File: config.mk
export PLATFORM = sky130hd
export DESIGN_NAME = pattern_scan_arbiter_flat
export DESIGN_NICKNAME = d
export VERILOG_FILES = /design/src/rtl/pattern_scan_arbiter_if.sv /design/src/rtl/pattern_scan_arbiter.sv /design/src/flat_wrapper.sv
export SDC_FILE = /design/constraint.sdc
export NUM_CORES = 1
export LEC_CHECK = 0
export CORE_MARGIN = 2
export CORE_UTILIZATION = 60
export CTS_CLUSTER_DIAMETER = 80
export DETAILED_ROUTE_END_ITERATION = 12
export DONT_BUFFER_PORTS = 1
export PLACE_DENSITY = 0.88
export RECOVER_POWER = 50
export SLEW_MARGIN = 20
export SYNTH_ARGS = -nofsm -noshare
export SYNTH_HDL_FRONTEND = slang
export SYNTH_SLANG_ARGS = --single-unit
File: constraint.sdc
create_clock -name ck -period 2.85 [get_ports ck]
set_input_delay 0.57 -clock ck [delete_from_list [all_inputs] [get_ports ck]]
set_output_delay 0.57 -clock ck [all_outputs]
set_load 0.005 [all_outputs]
File: src/rtl/pattern_scan_arbiter_if.sv
// Request/grant and result bundle between two frame producers and the shared 101011 scanner.
// Producers drive req/d as the master; the scanner answers on the slave side.
interface pattern_scan_arbiter_if #(
    parameter int W = 8
);
    logic         req0;
    logic         req1;
    logic [W-1:0] d0;
    logic [W-1:0] d1;
    logic         gnt0;
    logic         gnt1;
    logic         busy;
    logic         owner;
    logic         done;
    logic [3:0]   hits;
    logic         found;
    logic [1:0]   state;

    modport master (
        output req0, req1, d0, d1,
        input  gnt0, gnt1, busy, owner, done, hits, found, state
    );

    modport slave (
        input  req0, req1, d0, d1,
        output gnt0, gnt1, busy, owner, done, hits, found, state
    );
endinterface

File: src/rtl/pattern_scan_arbiter.sv
// Round-robin shares one serial 101011 matcher between two W-bit frame requesters; accept-to-done is W edges, W+2 per frame.
// No backpressure: requests are levels sampled only in IDLE, so a requester simply holds req until it sees its gnt.
module pattern_scan_arbiter #(
    parameter int W = 8
) (
    input  logic                  ck,
    input  logic                  rs,
    pattern_scan_arbiter_if.slave bus
);
    localparam logic [1:0] IDLE  = 2'b00;
    localparam logic [1:0] SHIFT = 2'b01;
    localparam logic [1:0] DONE  = 2'b10;

    logic [1:0]   state_q;
    logic [W-1:0] sreg;
    logic [3:0]   bitcnt;
    logic [5:0]   window;
    logic [3:0]   acc;
    logic         last_served;
    logic         owner_q;
    logic         gnt0_q;
    logic         gnt1_q;
    logic         done_q;
    logic         found_q;
    logic [3:0]   hits_q;

    logic         winner;
    logic         shift_bit;
    logic [5:0]   window_nxt;
    logic [3:0]   bitcnt_nxt;
    logic         match;
    logic [3:0]   acc_nxt;
    logic         last_bit;

    always_comb begin
        // On a tie the requester that was not served last wins.
        winner     = (bus.req0 && bus.req1) ? ~last_served : bus.req1;
        shift_bit  = sreg[W-1];
        window_nxt = {window[4:0], shift_bit};
        bitcnt_nxt = bitcnt + 4'd1;
        match      = (bitcnt_nxt >= 4'd6) && (window_nxt == 6'b101011);
        acc_nxt    = acc + {3'b000, match};
        last_bit   = (bitcnt == 4'(W - 1));
    end

    always_ff @(posedge ck or posedge rs) begin
        if (rs) begin
            state_q     <= IDLE;
            sreg        <= '0;
            bitcnt      <= '0;
            window      <= '0;
            acc         <= '0;
            last_served <= 1'b1;
            owner_q     <= 1'b0;
            gnt0_q      <= 1'b0;
            gnt1_q      <= 1'b0;
            done_q      <= 1'b0;
            found_q     <= 1'b0;
            hits_q      <= '0;
        end else begin
            case (state_q)
                SHIFT: begin
                    gnt0_q <= 1'b0;
                    gnt1_q <= 1'b0;
                    sreg   <= {sreg[W-2:0], 1'b0};
                    window <= window_nxt;
                    bitcnt <= bitcnt_nxt;
                    acc    <= acc_nxt;
                    if (last_bit) begin
                        hits_q  <= acc_nxt;
                        found_q <= (acc_nxt != 4'd0);
                        done_q  <= 1'b1;
                        state_q <= DONE;
                    end
                end
                DONE: begin
                    done_q  <= 1'b0;
                    state_q <= IDLE;
                end
                default: begin
                    // Encoding 11 is unused and behaves as IDLE.
                    if (bus.req0 || bus.req1) begin
                        sreg        <= winner ? bus.d1 : bus.d0;
                        owner_q     <= winner;
                        last_served <= winner;
                        gnt0_q      <= ~winner;
                        gnt1_q      <= winner;
                        bitcnt      <= '0;
                        acc         <= '0;
                        window      <= '0;
                        state_q     <= SHIFT;
                    end
                end
            endcase
        end
    end

    assign bus.gnt0  = gnt0_q;
    assign bus.gnt1  = gnt1_q;
    assign bus.busy  = (state_q == SHIFT) || (state_q == DONE);
    assign bus.owner = owner_q;
    assign bus.done  = done_q;
    assign bus.hits  = hits_q;
    assign bus.found = found_q;
    assign bus.state = state_q;
endmodule

File: src/flat_wrapper.sv
// flat-port wrapper written by rule: the top's interface ports become plain ports
module pattern_scan_arbiter_flat 
#(
    parameter int W = 8
)
  (ck, rs, bus_req0, bus_req1, bus_d0, bus_d1, bus_gnt0, bus_gnt1, bus_busy, bus_owner, bus_done, bus_hits, bus_found, bus_state);
  pattern_scan_arbiter_if #(.W(W)) bus_i ();
  input  logic ck;
  input  logic rs;
  input wire logic [$bits(bus_i.req0)-1:0] bus_req0;
  input wire logic [$bits(bus_i.req1)-1:0] bus_req1;
  input wire logic [$bits(bus_i.d0)-1:0] bus_d0;
  input wire logic [$bits(bus_i.d1)-1:0] bus_d1;
  output wire logic [$bits(bus_i.gnt0)-1:0] bus_gnt0;
  output wire logic [$bits(bus_i.gnt1)-1:0] bus_gnt1;
  output wire logic [$bits(bus_i.busy)-1:0] bus_busy;
  output wire logic [$bits(bus_i.owner)-1:0] bus_owner;
  output wire logic [$bits(bus_i.done)-1:0] bus_done;
  output wire logic [$bits(bus_i.hits)-1:0] bus_hits;
  output wire logic [$bits(bus_i.found)-1:0] bus_found;
  output wire logic [$bits(bus_i.state)-1:0] bus_state;
  assign bus_i.req0 = bus_req0;
  assign bus_i.req1 = bus_req1;
  assign bus_i.d0 = bus_d0;
  assign bus_i.d1 = bus_d1;
  assign bus_gnt0 = bus_i.gnt0;
  assign bus_gnt1 = bus_i.gnt1;
  assign bus_busy = bus_i.busy;
  assign bus_owner = bus_i.owner;
  assign bus_done = bus_i.done;
  assign bus_hits = bus_i.hits;
  assign bus_found = bus_i.found;
  assign bus_state = bus_i.state;
  pattern_scan_arbiter #(.W(W)) u_core (.ck(ck), .rs(rs), .bus(bus_i));
endmodule
==> results of run 1 <==
==> through the flow <==
| step | hold WS (ns) | worst slack, ns | power (uW) | utilization [%] | std cells |
|---|---|---|---|---|---|
| 2_1_floorplan | 0.4666 | 0.8935 | 1150 | - | 167 |
| 3_3_place_gp | 0.4756 | 0.8293 | 1212 | 62.56 | 190 |
| 3_5_place_dp | 0.4885 | 0.6875 | 1261 | 62.56 | 190 |
| 4_1_cts | 0.1970 | 0.6710 | 1513 | 64.45 | 198 |
| 5_1_grt | 0.2630 | 0.4685 | 1632 | 64.31 | 198 |
| 6_report | 0.2743 | 0.6629 | 1508 | 64.31 | 198 |
==> logic make-up (layout without fill, tap and decap cells) <==
| family | count (synthesis) | in the layout | share of synthesized area (%) |
|---|---|---|---|
| flip-flops | 33 | 33 | 49.00 |
| buffers and inverters | 20 | 20 | 5.412 |
| multiplexers | 5 | 5 | 3.262 |
| adder cells (fa/ha/maj) | 6 | 6 | 4.448 |
| XOR/XNOR | 4 | 4 | 2.075 |
| AO/OA/AOI/OAI | 51 | 51 | 19.87 |
| AND/OR/NAND/NOR | 48 | 48 | 15.94 |
==> metal layers <==
layer  share of wire, %  GRT usage (%)  up-vias  wire length (um)
li1                   -              -      600                 -
met1                 43          30.54      624              1438
met2                 51          37.93       36              1710
met3                5.2          4.989        6               177
met4                1.5          12.62        0                51
met5                  0              0        -                 0
==> power groups by stage <==
stage               registers, uW  logic, uW  clock network (uW)
detailed placement            743        518                   0
floorplan                     698        452                   0
CTS                           736        520                 258
global placement              729        483                   0
global route                  759        592                 281
finish                        738        518                 252
==> worst max path at each step <==
stage                                 startpoint                        end  slack (ns)
finish              u_core.bitcnt[0]$_DFFE_PP0P_  u_core.acc[2]$_DFFE_PP0P_        0.66
global route        u_core.bitcnt[0]$_DFFE_PP0P_  u_core.acc[2]$_DFFE_PP0P_        0.47
CTS                 u_core.bitcnt[0]$_DFFE_PP0P_  u_core.acc[2]$_DFFE_PP0P_        0.67
detailed placement  u_core.bitcnt[0]$_DFFE_PP0P_  u_core.acc[2]$_DFFE_PP0P_        0.69
global placement    u_core.bitcnt[0]$_DFFE_PP0P_  u_core.acc[2]$_DFFE_PP0P_        0.83
floorplan           u_core.bitcnt[0]$_DFFE_PP0P_  u_core.acc[2]$_DFFE_PP0P_        0.89
==> synth_stat cells, drive strengths merged (2+ instances only) <==
| cell | count | area, um^2 |
|---|---|---|
| a21o | 3 | 22.52 |
| a21oi | 5 | 25.02 |
| a22o | 4 | 35.03 |
| a31oi | 2 | 12.51 |
| a32oi | 7 | 61.31 |
| buf | 6 | 38.79 |
| clkbuf | 6 | 22.52 |
| dfrtp | 32 | 800.8 |
| ha | 6 | 75.07 |
| inv | 8 | 30.03 |
| mux2 | 4 | 45.04 |
| nand2 | 11 | 41.29 |
| nand2b | 2 | 12.51 |
| nand3 | 17 | 85.08 |
| nor2 | 4 | 15.01 |
| nor2b | 3 | 18.77 |
| nor3b | 4 | 35.03 |
| o21ai | 23 | 115.1 |
| o2bb2ai | 2 | 17.52 |
| xor2 | 4 | 35.03 |
==> sequential cells by signal (all words and copies together), names as in the netlist, 2 cells and up <==
register,flops
u_core.bus.state,2
u_core.bus.hits,4
u_core.sreg,8
u_core.bitcnt,4
u_core.acc,4
u_core.window,5
==> layout make-up <==
type | instances | area [um^2] | share of cell area, %
sequential | 33 | 827.0 | 47.45
multi-input combinational | 114 | 769.5 | 44.15
clock buffer | 6 | 41.29 | 2.369
tap | 31 | 38.79 | 2.225
inverter | 8 | 30.03 | 1.723
timing repair buffer | 4 | 26.28 | 1.508
clock inverter | 2 | 10.01 | 0.5743
==> worst max-delay path: stages, from the launching register on <==
cell and delay, ns:
dfrtp_1 0.43, ha_1 0.29, xor2_1 0.16, o21ai_0 0.11, a21oi_1 0.17, ha_1 0.21
ha_1 0.20, mux2_2 0.34, a22o_1 0.17
==> run summary, run 1 <==
Counting flops and latches in the post-synthesis netlist gives 33. The die is 57.04 um wide. The run gives 0 as the number of gates given a new drive strength after cts.

For the leakage power, the log shows 0.0008214 uW. The net count of the finished layout is 192. For the worst flop-to-flop path, the logic depth is 8. The flip-flop cell with the highest count after synthesis is dfrtp_1.

The floorplan die height is 57.04 um. The max-cap check violation count was 1; the initial DRC count was 101. The logs give 457.2 MHz for the highest achievable clock rate and 2 for the maximum clock insertion buffer count. The switching portion of total power came out at 38.23%.

Across all layers, the routed design uses 1,266 vias. Fill cells in the final layout number 217. For this design, the sink count on the clock tree is 33. The overall overflow remaining after global route was 0. The checks that failed: max-capacitance violations, max-slew violations.

Summing the sequential cell areas from Yosys gives 49.00% of the chip area. The startpoint of the most critical hold path is bus_req0. In this run the cell area of the synthesized design comes to 1688 um^2. The clock edge transition at the registers on the reported setup and hold paths was 0.10 ns. The worst min-delay path class was in2reg. At the worst endpoint, the arrival time is 2.42 ns.

32 I/O pins were placed. The logs give 0 for the number of failing hold endpoints at the final stage and 0.7749 for the final weighted congestion of routability-driven global placement. Setup repair after global routing left no endpoint under its margin.

The run gives 4 as the total iterations of the first detailed-routing run. The cell count after synthesis is 167, and the sequential share of power is 48.9%. Input and output buffers added on the ports amount to 0. The number of different library cells in the post-synthesis netlist was 38; the final-layout setup total negative slack was 0 ns. The reg2reg setup slack is 0.66 ns, and the first-pass GRT wire length is 5.885 mm. The layout overhead on the synthesized area came out at 3.262%.

In this run the critical register-to-register path is launched from u_core.bitcnt[0]$_DFFE_PP0P_. For the final routed DRC violation total, the log shows 0. The final critical delay including setup and external delays was 2.187 ns; the internal power was 931.4 uW. The logs give 2.326 mm for the HPWL after detailed placement and 23.78% for the global-route usage over all layers.

Of the available clock period, the critical path in the final layout requires 76.74%. The die covers 3254 um^2. Setup violations remaining at the end of the flow were counted as 0. In this run the post-CTS setup repair buffer count came out at 0.

For the maximum resistive drop on vdd, the log shows 0.0006282 V. The logs give 0 for the number of antenna cells inserted and 34 for the pin count of the biggest net entering global routing. The number of stages on the worst hold path works out to 1. The run gives 0 as the initial antenna violation count.

Headroom to the max-slew limit came out at -15.92%. Number of global-route vias before repair: 1,287. The floorplan has 19 rows. The class of the most critical setup path was reg2reg.

In the final layout, the share of cells above drive strength 1 is 11.38%. The number of nets handed over by synthesis was 193. The floorplan step defined a core boundary enclosing 2710 um^2. The run gives 1743 um^2 as the post-layout instance area. Once placement finished, the instance area stood at 1695 um^2.

Clock latency on the worst-skew pair, taken at its later pin, is 0.34 ns. Combinational cells account for 34.4% of the total power. Final clock skew: 0.006534 ns. The tools report the endpoint of the worst register-to-register path as u_core.acc[2]$_DFFE_PP0P_. TritonCTS built the clock tree. The run finished, with violations left.

Summed over all nets, the switching power comes to 576.4 uW. Counting flops with a built-in enable in the synthesized netlist gives 0. The H-tree generated during clock tree synthesis spans 2 levels.

The tools report the sort of element at the end of the critical path as a flip-flop. The root buffer cell chosen for the clock tree is clkbuf_4. Once the floorplan was initialized, standard cells occupied 62.28% of the core. Dividing the detail-routed via count by the number of cells gives 6.394. Leaving out fill and tap cells, the most frequent cells in the layout are 32 x dfrtp_1, 17 x nand3_1, 16 x o21ai_0, 11 x nand2_1, 8 x inv_1. The mean instance size in the synthesized netlist came out at 10.11 um^2. The tools report the kind of launch point of the worst setup path as a flip-flop.

In this run the power density over the cells is 865.1 nW/um^2. In this run, CTS created clock tree buffers numbering 5. The transition time at the pin with the least slew margin was 1.739 ns; the number of nets still failing antenna checks after routing was 0. In the final routed layout, each cell accounts on average for 17.06 um. The final layout contains routed wiring with a total length of 3.377 mm. Share of async-settable or async-resettable flops after synthesis: 100.0%. The count of hold buffers inserted by post-cts repair came out at 0. The top fanout value on the critical path was 5; the required time of the critical path was 3.09 ns.

Of the total power, the clock network draws 16.7%. Leaving out fill and tap cells, the most frequent cell in the layout is dfrtp_1. The logs give 34 for the final-report max-slew violation count and 0 for the total number of yosys warnings.

The worst hold path terminates at u_core.last_served$_DFFE_PP1P_.
Note: power is estimated with default switching activity, not from simulation.
==> inputs of run 2 (changes only) <==
--- a/config.mk
+++ b/config.mk
@@ -6,11 +6,11 @@
 export NUM_CORES = 1
 export LEC_CHECK = 0
 export CORE_MARGIN = 2
-export CORE_UTILIZATION = 60
+export CORE_UTILIZATION = 56
 export CTS_CLUSTER_DIAMETER = 80
 export DETAILED_ROUTE_END_ITERATION = 12
 export DONT_BUFFER_PORTS = 1
-export PLACE_DENSITY = 0.88
+export PLACE_DENSITY = 0.86
 export RECOVER_POWER = 50
 export SLEW_MARGIN = 20
 export SYNTH_ARGS = -nofsm -noshare
==> constraint.sdc (replaced) <==
create_clock -name ck -period 1.77 [get_ports ck]
set_input_delay 0.354 -clock ck [delete_from_list [all_inputs] [get_ports ck]]
set_output_delay 0.354 -clock ck [all_outputs]
set_load 0.005 [all_outputs]
==> run 2 against run 1 <==
The run ends with design-rule violations, negative setup slack left. Clock skew fell by 0.0026 ns. Routed wire length rose by 19%. Via count rose by 11%. Maximum frequency grew 13%. Clock power grew 77%.
==> run summary, run 2 (synthesized netlist as in run 1, its figures left out) <==
The tools report the initial cell density of the core as 60.17% (-2.1 points). The number of I/O port buffers was 0 (unchanged); the per-cell via count in the routed design was 6.377 (-0.26%). The logs give 0.7862 (+1.5%) for the final weighted congestion of routability-driven global placement and 45.89% (+62 points) for the worst slew margin relative to its limit.

HPWL after detailed placement: 2.676 mm (+15%). The logs give 0.0008562 V (+36%) for the maximum resistive drop on vdd and 8 (+4) for the total iterations of the first detailed-routing run. For the highest achievable clock rate, the log shows 516.9 MHz (+13%).

The logs give 34 (unchanged) for the pin count of the biggest net entering global routing and 1 (+1) for the final routed DRC violation total. The number of nets at the end of the flow was 215 (+12%); the reg2reg setup slack was -0.16 ns (-0.83 ns). The flow ran to the end, but the final reports show violations.

The cell total after placement was 210 (+11%). STA classifies the critical path startpoint as a flip-flop. The tools report the number of cells in the finished layout apart from fillers as 220 (+11%). The full die area was 3469 um^2 (+6.6%); the H-tree level count was 2 (unchanged). The tools report the buffer cell driving the clock tree root as clkbuf_4.

The class of the most critical setup path is reg2reg. The startpoint identified for the worst register-to-register timing path is u_core.bitcnt[1]$_DFFE_PP0P_. The first-pass GRT wire length came out at 6.727 mm (+14%). The fraction of layout cells with a size suffix above 1 is 25.40% (+14 points). Startpoint of the most critical hold path: bus_req0. The checks that failed: design-rule violations, negative setup slack. Clock edge transition at the registers on the reported setup and hold paths: 0.10 ns (about the same). Commonest non-fill, non-tap cell in the layout: dfrtp_1.

In the layout the commonest cells are 32 x dfrtp_1, 25 x buf_4, 17 x nand3_1, 14 x o21ai_0, 11 x nand2_1. The tools report the placement row count as 19 (unchanged). The number of antenna cells inserted was 0 (unchanged).

The maximum clock insertion buffer count was 2 (unchanged); the floorplan die height was 58.90 um (+3.3%). The run gives -0.1647 ns (-0.8275 ns) as the worst setup slack after layout. Average detailed-routed wire length per instance: 18.30 um (+7.3%). The placeable core region is 2805 um^2 (+3.5%), and the part of the cycle the worst path needs is 109.3% (+33 points).

Final critical delay including setup and external delays: 1.935 ns (-0.2525 ns). The number of stages on the worst hold path is 1 (unchanged). The final clock skew is 0.003953 ns (-0.002582 ns). The max-cap check violation count was 0 (-1). For the clock latency reported for the late side of the worst-skew pair, the log shows 0.34 ns (about the same). Horizontal extent of the die: 58.90 um (+3.3%). The area growth from synthesis to layout is 16.90%. The run gives 0 (unchanged) as the number of failing hold endpoints at the final stage.

The logs give 0 (unchanged) for the number of nets still failing antenna checks after routing and 85 (-16%) for the initial DRC count. The tools report the endpoint of the worst register-to-register path as u_core.acc[2]$_DFFE_PP0P_. The logs give 4.025 mm (+19%) for the total routed wirelength and 33 (unchanged) for the number of clock sinks seen by CTS. The tools report the top-level port count as 32 (unchanged).

The run gives 2.17 ns (-0.25 ns) as the data arrival time of the critical path. Flip-flop count of the largest register after layout: 8 (unchanged). For the global-route usage over all layers, the log shows 26.53% (+2.8 points).

The transition time at the pin with the least slew margin is 0.8116 ns (-0.9272 ns). The logs give 0 (-100%) for the final-report max-slew violation count and 6 (+6) for the number of failing setup endpoints in the final timing report. The leakage power was 0.0009363 uW (+14%). The tools report the initial antenna violation count as 0 (unchanged). The min-delay analysis places its worst path in the category in2reg. For hold timing, the worst endpoint is u_core.last_served$_DFFE_PP1P_. The number of fillers in the final layout came out at 206 (-5.1%). The largest registers in the layout are u_core.sreg: 8 flops, u_core.window: 5 flops. Setup repair after global routing could not meet its margin everywhere. u_core.sreg holds more flip-flops than any other register.

The number of global-route vias before repair is 1,492 (+16%), and the power per unit of standard cell area is 1405 nW/um^2 (+62%). The worst setup path is captured at a flip-flop. The run gives 1,403 (+11%) as the total via count after detailed routing. The total power draw is 2772 uW (+84%), and the number of CTS-inserted buffers is 5 (unchanged). The top fanout value on the critical path was 3 (-2); the overall overflow remaining after global route was 0 (unchanged).

The required time of the critical path is 2.01 ns (-1.08 ns), and the logic depth of the worst register-to-register path is 9 (+1). TritonCTS built the clock tree.
==> run 2: cell count changes in the layout (fill, tap and decap cells not counted), sizes merged <==
cell,before,now
clkbuf,7,8
dlygate4sd3,0,1
buf,3,25
clkinv,2,0
==> run 2: worst max-delay path by stage <==
stage / from / endpoint / slack [ns]
2_1_floorplan: u_core.bitcnt[0]$_DFFE_PP0P_ / u_core.acc[2]$_DFFE_PP0P_ / -0.13
3_3_place_gp: u_core.bitcnt[0]$_DFFE_PP0P_ / u_core.acc[2]$_DFFE_PP0P_ / -0.15
3_5_place_dp: u_core.bitcnt[0]$_DFFE_PP0P_ / u_core.acc[2]$_DFFE_PP0P_ / -0.21
4_1_cts: u_core.bitcnt[1]$_DFFE_PP0P_ / u_core.acc[2]$_DFFE_PP0P_ / -0.19
5_1_grt: u_core.bitcnt[1]$_DFFE_PP0P_ / u_core.acc[2]$_DFFE_PP0P_ / -0.27
6_report: u_core.bitcnt[1]$_DFFE_PP0P_ / u_core.acc[2]$_DFFE_PP0P_ / -0.16
==> run 2: critical path, stage by stage, from the launching register on <==
cell and delay [ns]:
dfrtp_1 0.39, inv_1 0.05, ha_1 0.29, inv_1 0.07, o21ai_1 0.06, a21oi_1 0.13, ha_2 0.22, ha_4 0.15
mux2_4 0.30, a22o_1 0.17
==> run 2: report_power, final <==
group | leakage (uW) | internal (uW) | total (uW) | switching [uW]
logic | 0.000471 | 578 | 1160 | 582
registers | 0.000434 | 990 | 1170 | 177
clock network | 0.0000314 | 187 | 445 | 258
==> run 2: final cells by class <==
cell class	count	area (um^2)	share of cell area, %
Tap cell	31	38.79	1.966
Multi-Input combinational cell	114	819.5	41.53
Sequential cell	33	827.0	41.92
Inverter	8	30.03	1.522
Timing Repair Buffer	27	202.7	10.27
Clock buffer	7	55.05	2.790
==> run 2: per-layer routing <==
metal	part of all wire [%]	up-vias	global-route usage, %
li1	-	643	-
met1	41	712	32.22
met3	4.6	4	5.934
met2	53	44	42.70
met5	0	-	0
met4	1.4	0	16.56
==> run 2: what timing repair did <==
item,4_1_cts,5_1_grt
buffers inserted,2,0
pin swaps,4,3
gates resized for setup,7,4
hold endpoints to repair,32,0
setup endpoints to repair,6,10
hold buffers,1,0
==> run 2: through the flow <==
stage	hold WS, ns	instance area, um^2	setup TNS, ns	utilization (%)	worst slack (ns)
after floorplan	0.4666	1690	-0.1807	-	-0.1336
after global placement	0.3481	1848	-0.3464	65.88	-0.1527
after detailed placement	0.3636	1848	-0.5046	65.88	-0.2053
after CTS	0.05237	1957	-0.5411	69.76	-0.1856
after global routing	0.05438	1973	-1.202	70.34	-0.2735
final	0.06177	1973	-0.4343	70.34	-0.1647
==> inputs of run 3 (changes only) <==
--- a/config.mk
+++ b/config.mk
@@ -5,7 +5,7 @@
 export SDC_FILE = /design/constraint.sdc
 export NUM_CORES = 1
 export LEC_CHECK = 0
-export CORE_MARGIN = 2
+export CORE_MARGIN = 4
 export CORE_UTILIZATION = 56
 export CTS_CLUSTER_DIAMETER = 80
 export DETAILED_ROUTE_END_ITERATION = 12
==> run 3 against run 2 <==
The run ends with negative setup slack left. Power up 2.4%. Hold slack worse by 0.00076 ns. Maximum frequency is 4.3% lower. Design area up 3.4%. Routed wire length rose by 13%. Non-clock buffer count down 2. Critical path type unchanged. Critical endpoint unchanged. Largest cell class is now multi-input combinational cells. Highest routed layer unchanged.
==> run summary, run 3 (synthesized netlist as in run 1, its figures left out) <==
The tools report the HPWL after detailed placement as 2.754 mm (+2.9%). The floorplan die height came out at 62.90 um (+6.8%). The global-route usage over all layers is 22.16% (-4.4 points). The worst min-delay path class is in2reg. The area of the multi-input gates is 900.9 um^2 (+9.9%), and the transition time at the pin with the least slew margin is 0.8178 ns (+0.006184 ns).

The final reports fail on negative setup slack. For the maximum clock insertion buffer count, the log shows 2 (unchanged). The total routed wirelength was 4.556 mm (+13%); the flip-flop count of the largest register after layout was 8 (unchanged). The critical path is of the reg2reg type.

For the final routed DRC violation total, the log shows 0 (-1). The highest achievable clock rate came out at 494.6 MHz (-4.3%). Top fanout value on the critical path: 3 (unchanged).

STA classifies the critical path startpoint as a flip-flop. The run gives 33 (unchanged) as the number of clock sinks seen by CTS. The clock latency reported for the late side of the worst-skew pair was 0.35 ns (about the same).

The number of nets still failing antenna checks after routing was 0 (unchanged). The power per unit of standard cell area works out to 1393 nW/um^2 (-0.89%). Among the stages of the critical path, the cell type that occurs most often is ha_4.

The tools report the total via count after detailed routing as 1,429 (+1.9%). The initial DRC count came out at 131 (+54%). The logs give 45.48% (-0.41 points) for the worst slew margin relative to its limit and 0 (unchanged) for the max-cap check violation count. The tools report the number of global-route vias before repair as 1,388 (-7.0%). For the final clock skew, the log shows 0.01569 ns (+0.01174 ns). The sum of buffers and inverters on the critical path came out at 0 (-2).

The tools report the buffer cell driving the clock tree root as clkbuf_4. Register containing the most flip-flops in the final layout: u_core.sreg. The number of I/O port buffers came out at 0 (unchanged). The run gives 6.837 mm (+1.6%) as the first-pass GRT wire length.

The pin count of the biggest net entering global routing was 34 (unchanged); the full die area was 3956 um^2 (+14%). The fraction of layout cells with a size suffix above 1 was 30.48% (+5.1 points). The signal on the critical path passes through ha_2 > xor2_2 > o21ai_2 > a21oi_2 > ha_4 > ha_4 > mux2_4 > a22o_1. The average detailed-routed wire length per instance is 20.90 um (+14%), and the H-tree level count is 2 (unchanged).

The total iterations of the first detailed-routing run is 4 (-4), and the placeable core region is 2829 um^2 (+0.85%). The horizontal extent of the die came out at 62.90 um (+6.8%). The run finished, with violations left. The final-report max-slew violation count is 0 (unchanged), and the part of the cycle the worst path needs is 114.2% (+4.9 points).

For the leakage power, the log shows 0.0009349 uW (-0.15%). The clock edge transition at the registers on the reported setup and hold paths is 0.10 ns (about the same). For the required time of the critical path, the log shows 2.02 ns (about the same). Initial antenna violation count: 0 (unchanged). The area growth from synthesis to layout is 20.83%. The run gives 0 (unchanged) as the overall overflow remaining after global route.

Biggest cell delay along the critical path: 0.44 ns (+0.05 ns). The data arrival time of the critical path was 2.27 ns (+0.10 ns); the total power draw was 2840 uW (+2.4%). The run gives 170 (-17%) as the number of fillers in the final layout. The logs give -0.2658 ns (-0.06052 ns) for the minimum setup slack after placement and -1.091 ns (-0.6569 ns) for the final-layout setup total negative slack. The flip-flop and latch area is 827.0 um^2 (unchanged).

For this design, the slowest cell found on the critical path is dfrtp_1. The commonest non-fill, non-tap cell in the layout is dfrtp_1. The run gives 0 (unchanged) as the number of failing hold endpoints at the final stage. In the layout the commonest cells are 32 x dfrtp_1, 23 x buf_4, 15 x nand3_1, 14 x o21ai_0, 10 x nand2_1. The run gives 5 (unchanged) as the number of CTS-inserted buffers. In this design, the largest share of critical-path delay is due to adder cells. The run gives 32 (unchanged) as the top-level port count.

Setup repair after global routing could not meet its margin everywhere. The final critical delay including setup and external delays is 2.022 ns (+0.08718 ns), and the placement row count is 19 (unchanged). In the final layout, the registers with the most flip-flops are u_core.sreg: 8 flops, u_core.window: 5 flops. TritonCTS built the clock tree.

The number of antenna cells inserted is 0 (unchanged). The number of failing setup endpoints in the final timing report came out at 6 (unchanged). Number of nets at the end of the flow: 213 (-0.93%). Maximum resistive drop on vdd: 0.0009909 V (+16%). The logs give 0.7628 (-3.0%) for the final weighted congestion of routability-driven global placement and 59.66% (-0.51 points) for the initial cell density of the core.

The sort of element at the end of the critical path is a flip-flop. The worst setup slack after layout is -0.2518 ns (-0.08718 ns), and the per-cell via count in the routed design is 6.555 (+2.8%).
## run 3: changes by cell type in the layout (fill, tap and decap cells not counted), moves of 2 or more
cell | before | now
buf_4 | 25 | 23
nand3_1 | 17 | 15
inv_1 | 8 | 6
xor2_1 | 3 | 1
inv_2 | 0 | 2
## run 3: path summary, 6_finish.rpt
check	from	end	slack (ns)	cells past startpoint
setup / recovery	u_core.bitcnt[0]$_DFFE_PP0P_	u_core.acc[2]$_DFFE_PP0P_	-0.25	8
hold / removal	bus_req0	u_core.last_served$_DFFE_PP1P_	0.06	1
setup reg to reg	u_core.bitcnt[0]$_DFFE_PP0P_	u_core.acc[2]$_DFFE_PP0P_	-0.25	8
hold reg to reg	u_core.sreg[2]$_DFFE_PP0P_	u_core.sreg[3]$_DFFE_PP0P_	0.51	2
max in group asynchronous	rs	u_core.window[0]$_DFFE_PP0P_	0.56	3
min in group asynchronous	rs	u_core.bitcnt[3]$_DFFE_PP0P_	0.68	3
## run 3: power by group
| group | internal [uW] | total (uW) | switching [uW] | leakage, uW |
|---|---|---|---|---|
| Clock | 187 | 442 | 255 | 0.0000314 |
| Combinational | 575 | 1220 | 649 | 0.000470 |
| Sequential | 990 | 1170 | 184 | 0.000434 |
## run 3: stage by stage
stage / area (um^2) / hold slack [ns] / utilization (%) / std cells
after floorplan: 1690 / 0.4666 / - / 167
after global routing: 2039 / 0.05840 / 72.09 / 218
after CTS: 1958 / 0.05410 / 69.22 / 218
final: 2039 / 0.06101 / 72.09 / 218
after global placement: 1833 / 0.3480 / 64.79 / 208
after detailed placement: 1833 / 0.3599 / 64.79 / 208
## run 3: worst register-to-register path: stages (launching register included)
cell and delay, ns:
dfrtp_1 0.44, ha_2 0.24, xor2_2 0.17, o21ai_2 0.09, a21oi_2 0.17, ha_4 0.17
ha_4 0.16, mux2_4 0.31, a22o_1 0.18
## run 3: area by class of cell
cell class / instances / area share (%)
multi-input combinational: 114 / 44.17
clock buffer: 7 / 2.699
tap: 31 / 1.902
sequential: 33 / 40.55
timing repair buffer: 25 / 9.202
inverter: 8 / 1.472
## run 3: repair_timing
action                     CTS  global route
setup endpoints to repair    7            20
cloned                       0             0
setup buffers                2             0
gates resized for setup      8            17
pin swaps                    4            10
hold buffers                 1             0
hold endpoints to repair    32             0
## run 3: routing by layer
layer  track usage [%]  vias up  wire, um
met5                 0        -         0
met4             8.815        0       140
met3             7.194       19       311
met2             36.76       65      2316
met1             26.42      702      1787
li1                  -      643         -
